<file path="config.mk">
export PLATFORM = sky130hd
export DESIGN_NAME = seq_alu
export DESIGN_NICKNAME = d
export VERILOG_FILES = /design/src/rtl/seq_alu.sv
export SDC_FILE = /design/constraint.sdc
export NUM_CORES = 1
export LEC_CHECK = 0
export CAP_MARGIN = 40
export CORE_AREA = 2 2 67 69
export CTS_CLUSTER_SIZE = 10
export DETAILED_ROUTE_END_ITERATION = 7
export DIE_AREA = 0 0 69 71
export HOLD_SLACK_MARGIN = 0.06
export PLACE_DENSITY = 0.86
export SLEW_MARGIN = 40
export SYNTH_ARGS = -nofsm -noshare
export SYNTH_HDL_FRONTEND = slang
export SYNTH_SLANG_ARGS = --single-unit
</file>
<file path="constraint.sdc">
create_clock -name clk_i -period 3.2 [get_ports clk_i]
set_input_delay 0.64 -clock clk_i [delete_from_list [all_inputs] [get_ports clk_i]]
set_output_delay 0.64 -clock clk_i [all_outputs]
set_load 0.02 [all_outputs]
</file>
<file path="src/rtl/seq_alu.sv">
// Registered, handshaked ALU: one op per valid/ready transfer, result and flags held until consumed.
// Define SEQ_ALU_MUL_EN to add the iterative shift-add multiply on opcode 8.
module seq_alu #(
  parameter int unsigned W   = 8,
  parameter int unsigned OPW = 4
) (
  input  logic           clk_i,
  input  logic           rst_ni,
  input  logic           in_valid_i,
  output logic           in_ready_o,
  input  logic [OPW-1:0] op_i,
  input  logic [W-1:0]   a_i,
  input  logic [W-1:0]   b_i,
  output logic           out_valid_o,
  input  logic           out_ready_i,
  output logic [W-1:0]   result_o,
  output logic           zero_o,
  output logic           sign_o,
  output logic           carry_o,
  output logic           busy_o
);

  localparam int unsigned SW = $clog2(W);

  localparam logic [OPW-1:0] OpAdd = OPW'(0);
  localparam logic [OPW-1:0] OpShr = OPW'(1);
  localparam logic [OPW-1:0] OpShl = OPW'(2);
  localparam logic [OPW-1:0] OpPar = OPW'(3);
  localparam logic [OPW-1:0] OpSub = OPW'(4);
  localparam logic [OPW-1:0] OpAnd = OPW'(5);
  localparam logic [OPW-1:0] OpOr  = OPW'(6);
  localparam logic [OPW-1:0] OpXor = OPW'(7);
`ifdef SEQ_ALU_MUL_EN
  localparam logic [OPW-1:0] OpMul = OPW'(8);
`endif

  typedef enum logic [1:0] {
    StIdle = 2'd0,
    StDone = 2'd1
`ifdef SEQ_ALU_MUL_EN
    ,
    StBusy = 2'd2
`endif
  } state_e;

  state_e         state_q, state_d;
  logic [W-1:0]   result_q, result_d;
  logic           zero_q, zero_d;
  logic           sign_q, sign_d;
  logic           carry_q, carry_d;

  logic           accept;
  logic [W:0]     sum_w;
  logic [W:0]     diff_w;
  logic [SW-1:0]  shamt;
  logic           shamt_big;
  logic [W-1:0]   alu_res;
  logic           alu_carry;

`ifdef SEQ_ALU_MUL_EN
  logic [2*W-1:0] acc_q, acc_d;
  logic [2*W-1:0] mcand_q, mcand_d;
  logic [W-1:0]   mplier_q, mplier_d;
  logic [SW-1:0]  cnt_q, cnt_d;
  logic [2*W-1:0] acc_add;

  assign acc_add = acc_q + (mplier_q[0] ? mcand_q : '0);
`endif

  assign in_ready_o  = (state_q == StIdle) || ((state_q == StDone) && out_ready_i);
  assign out_valid_o = (state_q == StDone);
  assign accept      = in_valid_i && in_ready_o;

`ifdef SEQ_ALU_MUL_EN
  assign busy_o = (state_q == StBusy);
`else
  assign busy_o = 1'b0;
`endif

  assign result_o = result_q;
  assign zero_o   = zero_q;
  assign sign_o   = sign_q;
  assign carry_o  = carry_q;

  // Zero-extended subtract leaves the unsigned borrow in the top bit.
  assign sum_w     = {1'b0, a_i} + {1'b0, b_i};
  assign diff_w    = {1'b0, a_i} - {1'b0, b_i};
  assign shamt     = b_i[SW-1:0];
  assign shamt_big = |b_i[W-1:SW];

  always_comb begin
    alu_res   = '0;
    alu_carry = 1'b0;
    case (op_i)
      OpAdd: begin
        alu_res   = sum_w[W-1:0];
        alu_carry = sum_w[W];
      end
      OpShr:   alu_res = shamt_big ? '0 : (a_i >> shamt);
      OpShl:   alu_res = shamt_big ? '0 : (a_i << shamt);
      OpPar:   alu_res = {{(W-1){1'b0}}, ^a_i} << shamt;
      OpSub: begin
        alu_res   = diff_w[W-1:0];
        alu_carry = diff_w[W];
      end
      OpAnd:   alu_res = a_i & b_i;
      OpOr:    alu_res = a_i | b_i;
      OpXor:   alu_res = a_i ^ b_i;
      default: ;
    endcase
  end

  always_comb begin
    state_d  = state_q;
    result_d = result_q;
    carry_d  = carry_q;
`ifdef SEQ_ALU_MUL_EN
    acc_d    = acc_q;
    mcand_d  = mcand_q;
    mplier_d = mplier_q;
    cnt_d    = cnt_q;
`endif

    case (state_q)
      StIdle, StDone: begin
        if (accept) begin
          state_d  = StDone;
          result_d = alu_res;
          carry_d  = alu_carry;
`ifdef SEQ_ALU_MUL_EN
          if (op_i == OpMul) begin
            state_d  = StBusy;
            acc_d    = '0;
            mcand_d  = {{W{1'b0}}, a_i};
            mplier_d = b_i;
            cnt_d    = '0;
          end
`endif
        end else if ((state_q == StDone) && out_ready_i) begin
          state_d = StIdle;
        end
      end
`ifdef SEQ_ALU_MUL_EN
      StBusy: begin
        acc_d    = acc_add;
        mcand_d  = mcand_q << 1;
        mplier_d = mplier_q >> 1;
        cnt_d    = cnt_q + SW'(1);
        if (cnt_q == SW'(W - 1)) begin
          state_d  = StDone;
          result_d = acc_add[W-1:0];
          carry_d  = |acc_add[2*W-1:W];
        end
      end
`endif
      default: state_d = StIdle;
    endcase

    // Flags always track the value being loaded into the result register.
    zero_d = (result_d == '0);
    sign_d = result_d[W-1];
  end

  always_ff @(posedge clk_i or negedge rst_ni) begin
    if (!rst_ni) begin
      state_q  <= StIdle;
      result_q <= '0;
      zero_q   <= 1'b1;
      sign_q   <= 1'b0;
      carry_q  <= 1'b0;
`ifdef SEQ_ALU_MUL_EN
      acc_q    <= '0;
      mcand_q  <= '0;
      mplier_q <= '0;
      cnt_q    <= '0;
`endif
    end else begin
      state_q  <= state_d;
      result_q <= result_d;
      zero_q   <= zero_d;
      sign_q   <= sign_d;
      carry_q  <= carry_d;
`ifdef SEQ_ALU_MUL_EN
      acc_q    <= acc_d;
      mcand_q  <= mcand_d;
      mplier_q <= mplier_d;
      cnt_q    <= cnt_d;
`endif
    end
  end

endmodule

</file>
* Word level (Yosys, flattened, before mapping) *
Index checks and enable logic that the tools add are counted.

operators by class
  reduce and logical (&&, ||, !) cells = 10
  multiplexer cells = 9
  bitwise gates (word level) = 3
  $add $sub $neg = 2
  shift operators = 3
  equality and inequality tests = 9

operator list
  cell                                                              count
  8-bit case mux with 8 select lines                                1
  8-bit 2-to-1 mux                                                  4
  4-bit by 3-bit == test with 1-bit output (second input constant)  4
  8-bit by 8-bit adder with 9-bit output                            1
  8-bit by 8-bit subtractor with 9-bit output                       1
  8-bit bitwise AND                                                 1
  4-bit by 2-bit == test with 1-bit output (second input constant)  2
  8-bit logical NOT                                                 1
  8-bit OR                                                          1
  8-bit parity                                                      1
  1-bit by 3-bit left shift with 8-bit output                       1
  8-bit by 3-bit left shift with 8-bit output                       1
  8-bit by 3-bit >> shifter with 8-bit output                       1
  8-bit XOR                                                         1
  2-bit 2-to-1 mux                                                  3
  5-bit OR reduction                                                1
  4-bit by 1-bit == test with 1-bit output (second input constant)  1
  4-bit logical NOT                                                 1
  3-bit != test (second input constant)                             1
  2-bit by 1-bit == test with 1-bit output (second input constant)  1
  1-bit logical AND                                                 2
  2-bit logical NOT                                                 1
  1-bit case mux with 2 select lines                                1
  2-bit AND reduction                                               1
  other kinds (2)                                                   2

word-level totals
  output and inout port bits = 14
  logic and storage cells = 41
  register bits after elaboration = 13

* Logic depth before layout (Yosys ltp) *
Gate-level depths: netlist (run 1).

  word-level depth = 7
  depth in mapped cells = 12

* Least setup slack after synthesis (run 1) *
OpenSTA, ideal clock, no wires.

  path kind = input-to-reg
  start = in b_i[1]
  end = reg zero_q (netlist: zero_o)
  arrival time = 3.263 ns
  setup slack = -0.152 ns
  setup time = 0.089 ns
  stages = 11
  data required time = 3.111 ns
  cells stage by stage = clkbuf_1 -> inv_1 -> ha_1 -> or2_1 -> a221oi_1 -> mux2i_1 -> o22ai_1 -> a31oi_1 -> a21oi_1 -> or4_4 -> nor4b_2

between the ends
  cells in the longest elaborated chain, start to end = 6
  elaborated cells between the ends (all ways) = 14

ends and longest elaborated chain
  what                                                                                 line  RTL
  start, declared                                                                      13    input logic [W-1:0] b_i,
  branches (longest 2 deep; another with 8-bit by 8-bit subtractor with 9-bit output)  --
  8-bit case mux with 8 select lines *                                                 94    case (op_i)
  8-bit 2-to-1 mux *                                                                   126   if (accept) begin
  8-bit 2-to-1 mux *                                                                   124   case (state_q)
  via result_d[5]                                                                      47    logic [W-1:0] result_q, result_d;
  8-bit logical NOT *                                                                  160   zero_d = (result_d == '0);
  via zero_d                                                                           48    logic zero_q, zero_d;
  end signal, assigned                                                                 180   zero_q <= zero_d;
  end, declared                                                                        48

Mark *: on every way through the listed nets, which the timed path passes.
A chain may end at the register's enable or synchronous reset.

* Worst setup path after layout (run 1) *
  start = in op_i[0]
  end = reg zero_q (netlist: zero_o)

between the ends
  cells in the longest elaborated chain, start to end = 5
  elaborated cells between the ends (all ways) = 12

ends and longest elaborated chain
  what                                                                    line  RTL
  start, declared                                                         11    input logic [OPW-1:0] op_i,
  4-bit by 3-bit == test with 1-bit output, or another cell as far along  94
  8-bit case mux with 8 select lines *                                    94
  8-bit 2-to-1 mux *                                                      126
  8-bit 2-to-1 mux *                                                      124
  via result_d[6]                                                         47
  8-bit logical NOT *                                                     160
  via zero_d                                                              48

The timed path passes the listed nets; every way through them passes the cells marked *.

==> results.md, run 1 <==
Status:
- The flow ran to the end, but the final reports show violations.
- The checks that failed: design-rule violations, negative setup slack.

Timing:
- The total of endpoints with negative setup slack in the final report is 3.
- Counting I/O delays and the setup requirement, the final critical path takes 3.783 ns.
- The setup TNS is -0.9307 ns.
- The worst hold slack is 0.6136 ns.
- The number of hold violations in the final report is 0.
- The setup skew after layout is 0.004375 ns.
- In this run the tightest slew margin relative to its limit is 0.3543.
- Dividing the final minimum period by the clock period gives 1.182.
- Derived from the worst setup path, the maximum achievable clock frequency is 264.3 MHz.
- The max-slew violation total from the final report is 0.
- The post-layout worst setup margin is -0.5830 ns.
- The actual transition at the worst max-transition pin is 0.9686 ns.

Critical path:
- For the worst flop-to-flop path, the logic depth is 9.
- The worst setup path is launched from an input pin.
- The worst stage delay on the critical path is 0.78 ns.
- The critical path class is in -> reg.
- Walking the worst path, the cells encountered are dlygate4sd2_1 -> buf_4 -> nor2_1 -> buf_4 -> nand2_1 -> buf_4 -> nor3_1 -> a221oi_1 -> nand3_1 -> a211oi_2 -> a21oi_2 -> nor4b_4.
- The most numerous cell type found on the critical path is buf_4.
- The worst flop-to-flop path startpoint is state_q[0].
- For the worst setup path, the data required time is 3.33 ns.
- The maximum fanout encountered on the critical timing path is 13.
- The critical path starts at op_i[0].
- The category of the worst setup path capture point is a register.
- The endpoint identified for the worst register-to-register timing path is zero_o.
- The slack of the worst reg-to-reg path is 0.44 ns.
- The arrival time at the worst endpoint is 3.92 ns.
- Grouping stages by cell kind, the critical path spends the most delay in compound AO/OA/AOI/OAI gates.
- Among all stages on the critical path, the largest delay is contributed by a221oi_1.
- Together, buffers and inverters on the worst path number 4.

Synthesis:
- The sequential fraction of the synthesis area is 0.1133.
- Summing every instance area after synthesis gives 2440 um^2.
- The top-area cell type share of the netlist area is 0.1333.
- Of the total synthesized cell area, the portion taken by XOR and XNOR cells is 0.02513.
- The most area-hungry cell type in the Yosys netlist is ha_1.
- Counting flops and latches in the post-synthesis netlist gives 11.
- In the synthesized netlist the async set-or-reset flop fraction comes to 1.000.
- The adder and majority gate portion of the synthesized area is 0.1497.
- The average footprint of a synthesized cell is 7.672 um^2.
- Of the total synthesized cell area, the portion taken by AND, OR, NAND and NOR gates is 0.2174.
- The Yosys step of the flow raised 0 warnings.
- In this run, synthesis inferred 0 flip-flops with an integrated enable.
- The post-synthesis cell count is 318.
- After synthesis, the largest family of logic cells by area is compound AO/OA/AOI/OAI gates.
- In this run, distinct cell masters in the synthesized netlist total 66.
- The dominant register cell in the synthesized netlist is dfrtp_1.
- The share of the synthesized area in compound gates (AO/OA/AOI/OAI) is 0.3108.
- The synthesized net count is 370.
- Ranked by total cell area, the synthesized netlist is headed by ha_1 13%, dfrtp_1 10%, a21oi_1 5.5%, inv_1 4.0%, mux4_1 3.2%.
- The portion of synthesized area spent on multiplexers is 0.09795.

Floorplan:
- The number of rows in the core area is 24.
- The width of the die is 69 um.
- In this run the vertical extent of the chip is 71 um.
- The overall die area is 4899 um^2.
- The starting utilization of the core area is 0.5804.
- The count of pins on the block boundary is 38.
- The core region is 4204 um^2.

Layout:
- Of the cells placed in the final design, the portion with a size suffix greater than 1 is 0.3509.
- In the layout the commonest cells are 94 x buf_4, 23 x a21oi_1, 20 x nor2_1, 20 x clkdlybuf4s50_1, 19 x nand2_1.
- The most common cell after layout, fill and taps aside is buf_4.
- For this run, the post-layout net count is 489.
- Relative to the synthesized area, the layout overhead comes to 54.97%.
- The number of diodes added for antenna fixing is 0.

Clock network:
- The number of sinks handled by clock tree synthesis is 11.
- The cell at the root of the clock tree is clkbuf_8.
- TritonCTS built the clock tree.
- Clock tree synthesis inserted a total of 3 buffers.
- No sink is reached through more buffers than the 2 on the longest clock path.
- The clock-pin slew on the worst setup and hold paths is 0.06 ns.
- The insertion delay to the later sink of the worst-skew pair is 0.24 ns.
- The H-tree depth is 1.
- The hold buffer count at cts is 0.

Power and ir drop:
- The leakage power total is 1.696 nW.
- The worst-case IR drop observed on VDD is 0.0001170 V.
- In this run the power density over the cells is 256.9 nW/um^2.

Route:
- The routed length per placed instance is 28.77 um.
- In this run the remaining antenna-violating nets after routing total 0.
- For this block, the routed nets add up to 14.04 mm of wire.
- The routed layout has 3889 vias.
- The first-pass iteration count of the detailed router is 8.
- For this run, design rule violations remaining after detail routing come to 105.
- The number of vias per cell is 7.969.
- The number of violations reported at the end of detailed-routing iteration 0 is 1336.

Place:
- The weighted congestion at the end of routability-driven global placement is 1.083.
- The count of buffers from port buffering is 36.
- The post-DP HPWL is 7.212 mm.

Worst hold path:
- The worst-case hold path end point is result_o[3].
- The startpoint identified for the worst hold timing path is result_o[3].
- The class of the worst hold path is reg -> reg.
- Counting instances, the worst hold path has a depth of 2.

Global routing:
- The number of global-route vias before repair was 3275.
- The total overflow reported by the global router is 0.
- Across every metal layer, demand over resource in global routing totals 0.4145.
- Entering global routing, the biggest net connects 24 pins.
- The initial antenna violation count is 0.
- The first-pass GRT wire length is 16.26 mm.

Flow run:
- The total of max-cap violations is 0.
==> kinds of logic (layout without fill, tap and decap cells) <==
logic type | Yosys count | after routing
adders and majority gates | 28 | 28
xor gates and xnor gates | 7 | 7
and+or+nand+nor | 98 | 98
AOI/OAI and AO/OA | 109 | 109
other | 1 | 1
DFF | 11 | 11
buffers and inverters | 48 | 166
muxes | 16 | 16
==> tightest hold or removal path: cells and delay by family, from the launching register on <==
family / cells / cell delay (ns)
compound gates: 1 / 0.07
simple gates: 1 / 0.15
flops: 1 / 0.34
==> layer usage <==
layer | GRT usage | up-vias | wire, um
met1 | 0.4960 | 1654 | 4273
li1 | - | 1444 | -
met3 | 0.07407 | 257 | 2287
met5 | 0 | - | 0
met4 | 0.2658 | 0 | 2035
met2 | 0.6880 | 534 | 5443
==> synth_stat cells, types with 4 or more instances <==
library cell	count
dfrtp_1	10
o21bai_1	5
clkbuf_1	14
o22ai_1	4
nor2_1	21
ha_1	26
nand3_1	9
a21oi_1	27
nand2b_1	6
a221oi_1	6
nor2b_1	7
a31oi_1	8
a21o_1	5
nand2_1	20
xnor2_1	6
a211oi_1	6
o21ai_0	9
inv_1	26
and3_1	4
nor3_1	8
nand4_1	4
mux2i_1	7
a22oi_1	4
==> how the worst max path moves through the flow <==
stage                     cells past startpoint  slack, ns      to
after CTS                                    12      0.002  zero_o
after floorplan                              11       0.05  zero_o
final                                        12      -0.58  zero_o
after detailed placement                     12      -0.58  zero_o
after global placement                       11      -0.41  zero_o
after global routing                         10      -0.67  zero_o
==> state kept, by name (all words and copies together), names as in the netlist <==
name      cells
carry_o       1
zero_o        1
result_o      8
state_q       1
==> layout make-up <==
type	instances	area [um^2]
Inverter	26	97.59
Timing Repair Buffer	136	1127
Sequential cell	11	276.5
Fill cell	174	422.9
Clock buffer	4	45.04
Tap cell	52	65.06
Multi-Input combinational cell	259	2170
==> metrics by stage <==
step / power (mW) / setup WS [ns] / util / instance area [um^2] / cells
4_1_cts: 0.8390 / 0.001813 / 0.8568 / 3602 / 483
6_report: 0.9714 / -0.5830 / 0.8994 / 3781 / 488
5_1_grt: 0.9867 / -0.6690 / 0.8994 / 3781 / 488
3_3_place_gp: 0.6622 / -0.4128 / 0.8220 / 3456 / 477
3_5_place_dp: 0.6805 / -0.5833 / 0.8220 / 3456 / 477
2_1_floorplan: 0.4325 / 0.04634 / - / 2441 / 318
==> repair_timing <==
| action | in CTS | in global routing |
|---|---|---|
| setup endpoints to repair | 2 | 5 |
| setup buffers | 2 | 5 |
| pin swaps | 10 | 11 |
| gates resized for setup | 32 | 40 |
==> power by group <==
group          internal, mW  leakage, nW  switching [mW]
Sequential            0.156        0.140          0.0105
Clock                0.0879       0.0228          0.0582
Combinational         0.289         1.53           0.370
Power figures use the tool's default switching activity.
==> run 2: changes to the inputs <==
--- a/config.mk
+++ b/config.mk
@@ -5,9 +5,10 @@
 export SDC_FILE = /design/constraint.sdc
 export NUM_CORES = 1
 export LEC_CHECK = 0
+export ABC_AREA = 0
 export CAP_MARGIN = 40
 export CORE_AREA = 2 2 67 69
-export CTS_CLUSTER_SIZE = 10
+export CTS_CLUSTER_SIZE = 8
 export DETAILED_ROUTE_END_ITERATION = 7
 export DIE_AREA = 0 0 69 71
 export HOLD_SLACK_MARGIN = 0.06
==> results of run 2 <==
No change in the layout: final DEF, timing and power equal those of run 1.
==> run 3: changes to the inputs <==
--- a/config.mk
+++ b/config.mk
@@ -11,7 +11,7 @@
 export CTS_CLUSTER_SIZE = 8
 export DETAILED_ROUTE_END_ITERATION = 7
 export DIE_AREA = 0 0 69 71
-export HOLD_SLACK_MARGIN = 0.06
+export HOLD_SLACK_MARGIN = 0.02
 export PLACE_DENSITY = 0.86
 export SLEW_MARGIN = 40
 export SYNTH_ARGS = -nofsm -noshare
==> results of run 3 <==
No change in the layout: final DEF, timing and power equal those of run 1.
==> edit 1, RTL diff (flow settings as in run 2) <==
Make the reset (`rst_ni`) synchronous in one clocked block.
--- a/src/rtl/seq_alu.sv
+++ b/src/rtl/seq_alu.sv
@@ -161,7 +161,7 @@
     sign_d = result_d[W-1];
   end
 
-  always_ff @(posedge clk_i or negedge rst_ni) begin
+  always_ff @(posedge clk_i) begin
     if (!rst_ni) begin
       state_q  <= StIdle;
       result_q <= '0;
Check against the original RTL: differs if rst_ni is asserted again (counterexample within 4 cycles, from zero or initial values and one cycle with rst_ni low); with rst_ni held inactive, the same outputs for 10 cycles.
==> edit 1 against run 2 <==
The run ends with negative setup slack left. Cell area fell by 6.9%. Combinational power fell by 19%. Largest cell class unchanged. Highest routed layer unchanged. Sequential cell count did not move. Total power fell by 15%. Critical endpoint is now zero_o$_SDFF_PN1_. Area after synthesis barely moved. Critical path depth fell by 1. Wire length fell by 33%. Worst setup slack improved by 530 ps.
==> edit 1: results (changes against run 2) <==
[metrics] crit path max fanout: 3 (-10)
[metrics] number of non-filler instances in the completed layout: 465 (-4.7%)
[metrics] setup_tns: -49.25 ps (+881.5 ps)
[metrics] sequential fraction of design power: 18.4% (+1.2 points)
[metrics] violated checks: negative setup slack
[metrics] met1 capacity usage during global routing: 44.00% (-5.6 points)
[metrics] worst r2r path cells: 7 (-2)
[metrics] Worst slew margin: 61.93% (+26 points)
[metrics] met3 track utilization from global routing: 5.983% (-1.4 points)
[metrics] fraction of power consumed by combinational cells: 64.7% (-3.1 points)
[metrics] Max Clock Skew: 4.552 ps (+0.1766 ps)
[metrics] inverters: 27 (+3.8%)
[metrics] routed length on met3: 1.112 mm (-51%)
[metrics] Metal-1 WL: 3.272 mm (-23%)
[metrics] final core utilization: 83.75% (-6.2 points)
[metrics] Signal buffers: 112 (-18%)
[metrics] top cells by area in the synthesized netlist: sky130_fd_sc_hd__ha_1 (13%), sky130_fd_sc_hd__dfxtp_1 (9.0%), sky130_fd_sc_hd__mux2i_1 (4.9%), sky130_fd_sc_hd__o21ai_0 (4.7%), sky130_fd_sc_hd__mux4_1 (4.3%)
[metrics] Inst Count DP: 460 (-3.6%)
[metrics] number of failing setup endpoints in the final timing report: 1 (-2)
[metrics] final setup slack of the worst path: -49.25 ps (+533.7 ps)
[metrics] source of the critical timing path: a_i[0]
[metrics] Worst Hold Endpoint: result_o[5]$_SDFF_PN0_
[metrics] post-synthesis compound-gate area fraction: 27.45% (-3.6 points)
[metrics] Synth Flop Type: sky130_fd_sc_hd__dfxtp_1
[metrics] via count of the first global-routing pass: 2907 (-11%)
[metrics] flop-to-flop setup slack: 930 ps (+490 ps)
[metrics] run status: finished, violations left
[metrics] Worst IR Drop VDD: 187.3 uV (+60%)
[metrics] first-pass iteration count of the detailed router: 7 (-1)
[metrics] pre-CTS setup slack: -291.0 ps (+292.3 ps)
[metrics] wire length of the first global-routing pass: 14.14 mm (-13%)
[metrics] adder and majority cell fraction of the synthesized area: 14.98% (about the same)
[metrics] post-synthesis xor/xnor area fraction: 3.592% (+1.1 points)
[metrics] total routing usage reported by global routing: 35.81% (-5.6 points)
[metrics] mean routed wirelength per cell: 20.10 um (-30%)
[metrics] number of nets produced by synthesis: 375 (+1.4%)
[metrics] final estimated routing congestion in global placement: 1.064 (-1.8%)
[metrics] end point of the critical path: zero_o$_SDFF_PN1_
[metrics] overall power of the completed layout: 0.0008276 W (-15%)
[metrics] asr flop ratio synth: 0% (-100 points)
[metrics] Yosys cell types: 62 (-6.1%)
[edit 1: cell count changes in the layout (fill, tap and decap cells not counted), moves of 5 or more]
cell                                     run 2  this run
sky130_fd_sc_hd__buf_4                      94        73
sky130_fd_sc_hd__dfxtp_1                     0        11
sky130_fd_sc_hd__nand2_1                    19        14
sky130_fd_sc_hd__a21oi_1                    23        16
sky130_fd_sc_hd__dfrtp_1                    10         0
sky130_fd_sc_hd__o21ai_0                     8        21
sky130_fd_sc_hd__nor3_1                      7        15
sky130_fd_sc_hd__a31oi_1                     7         2
sky130_fd_sc_hd__inv_1                      18        26
sky130_fd_sc_hd__inv_2                       8         0
sky130_fd_sc_hd__dlygate4sd2_1               5         0
sky130_fd_sc_hd__dlymetal6s2s_1              6         1
sky130_fd_sc_hd__mux2i_1                     7        12
sky130_fd_sc_hd__clkdlybuf4s50_1            20        35
==> edit 2, RTL diff (config.mk and constraints of run 2) <==
Made on the original files. The parameter `W` goes from 8 to 4.
--- a/src/rtl/seq_alu.sv
+++ b/src/rtl/seq_alu.sv
@@ -1,7 +1,7 @@
 // Registered, handshaked ALU: one op per valid/ready transfer, result and flags held until consumed.
 // Define SEQ_ALU_MUL_EN to add the iterative shift-add multiply on opcode 8.
 module seq_alu #(
-  parameter int unsigned W   = 8,
+  parameter int unsigned W   = 4,
   parameter int unsigned OPW = 4
 ) (
   input  logic           clk_i,
Ports: changed (resized a_i, b_i and result_o); port bits go from 38 to 26. No check against the original RTL was run, so the function may have changed too.
==> edit 2 against run 2 <==
Cell area fell by 61%. First-iteration DRC count fell by 96%. Worst setup slack gained 1000 ps. Global-route usage shrank 29 points. Area after synthesis shrank 55%. Sequential cell count is 4 lower. Wire length is 79% lower. Highest routed layer unchanged. Largest cell class unchanged. Total power is 57% lower. Clock skew shrank 2.9 ps. Utilization down 55 points. Fmax increased by 36%. Hold slack worse by 130 ps.
==> edit 2: results (changes against run 2) <==
[metrics] wire length of the first global-routing pass: 5.064 mm (-69%)
[metrics] adder and majority cell fraction of the synthesized area: 18.60% (+3.6 points)
[metrics] via count of the first global-routing pass: 1154 (-65%)
[metrics] drt initial violations: 48 (-96%)
[metrics] post-synthesis xor/xnor area fraction: 4.822% (+2.3 points)
[metrics] Slowest Stage Delay on Critical Path: 500 ps (-280 ps)
[metrics] hold_ws: 478.7 ps (-134.8 ps)
[metrics] number of failing setup endpoints in the final timing report: 0 (-3)
[metrics] Worst IR Drop VDD: 81.41 uV (-30%)
[metrics] worst r2r path cells: 6 (-3)
[metrics] crit path max fanout: 5 (-8)
[metrics] fraction of final layout cells with drive strength greater than 1: 10.24% (-25 points)
[metrics] Resized cells post-CTS: 0 (-100%)
[metrics] Final Net Count: 198 (-60%)
[metrics] Inst Count DP: 214 (-55%)
[metrics] number of fill cells: 446 (+160%)
[metrics] clock slew seen by the registers of the worst setup and hold paths: 40 ps (-20 ps)
[metrics] flip-flop count of the largest register, all copies and words added: 4 (-4)
[metrics] run status: complete, no violations
[metrics] sequential cell area share: 12.00% (+4.7 points)
[metrics] detailed placer's ending HPWL: 2.428 mm (-66%)
[metrics] number of vias in the routed layout: 1143 (-71%)
[metrics] Yosys cell types: 49 (-26%)
[metrics] leading post-synthesis cells by instance count: sky130_fd_sc_hd__ha_1 (13), sky130_fd_sc_hd__inv_1 (11), sky130_fd_sc_hd__a21oi_1 (10), sky130_fd_sc_hd__nand2_1 (10), sky130_fd_sc_hd__nor2_1 (8)
[metrics] average cell area after synthesis: 8.073 um2 (+5.2%)
[metrics] Signal buffers: 34 (-75%)
[metrics] Multi-Input Combinational: 110 (-58%)
edit 2: cell types whose count changed in the layout (fill, tap and decap cells not counted), moves of 7 or more:
| cell | change |
|---|---|
| sky130_fd_sc_hd__a21oi_1 | -13 |
| sky130_fd_sc_hd__buf_4 | -84 |
| sky130_fd_sc_hd__nand2_1 | -9 |
| sky130_fd_sc_hd__inv_2 | -8 |
| sky130_fd_sc_hd__inv_1 | -7 |
| sky130_fd_sc_hd__nor2_1 | -12 |
edit 2: power by group:
part           total, W  internal (W)  switching, W
logic          0.000189     0.0000908     0.0000981
clock network  0.000126     0.0000863     0.0000396
registers      0.000105      0.000100    0.00000451
edit 2: routing by layer:
metal	global-route usage, %	share of wire, %	wire length (um)	vias up
met3	1.852	4.9	141	13
met4	8.932	5.3	153	0
li1	-	-	-	557
met1	12.99	38	1100	530
met2	23.40	52	1511	43
met5	0	0	0	-
edit 2: worst max path at each step:
stage,startpoint,to
6_report,b_i[0],zero_o$_DFF_PN1_
5_1_grt,a_i[1],zero_o$_DFF_PN1_
4_1_cts,a_i[0],zero_o$_DFF_PN1_
3_5_place_dp,a_i[0],zero_o$_DFF_PN1_
3_3_place_gp,a_i[0],zero_o$_DFF_PN1_
2_1_floorplan,a_i[0],zero_o$_DFF_PN1_
edit 2: per-stage QoR:
stage	cell area, um2	setup slack (ps)	utilization [%]
after global placement	1425	243.0	33.90
after detailed placement	1425	160.6	33.90
after floorplan	1090	882.7	-
after CTS	1470	400.7	34.97
final	1470	420.7	34.97
after global routing	1470	214.8	34.97
edit 2: cells by family after synthesis:
logic type      count (synthesis)
other cells                     1
mux                             2
flops                           7
xor+xnor                        6
simple gates                   45
buf+inv                        18
compound gates                 41
fa+ha+maj                      15
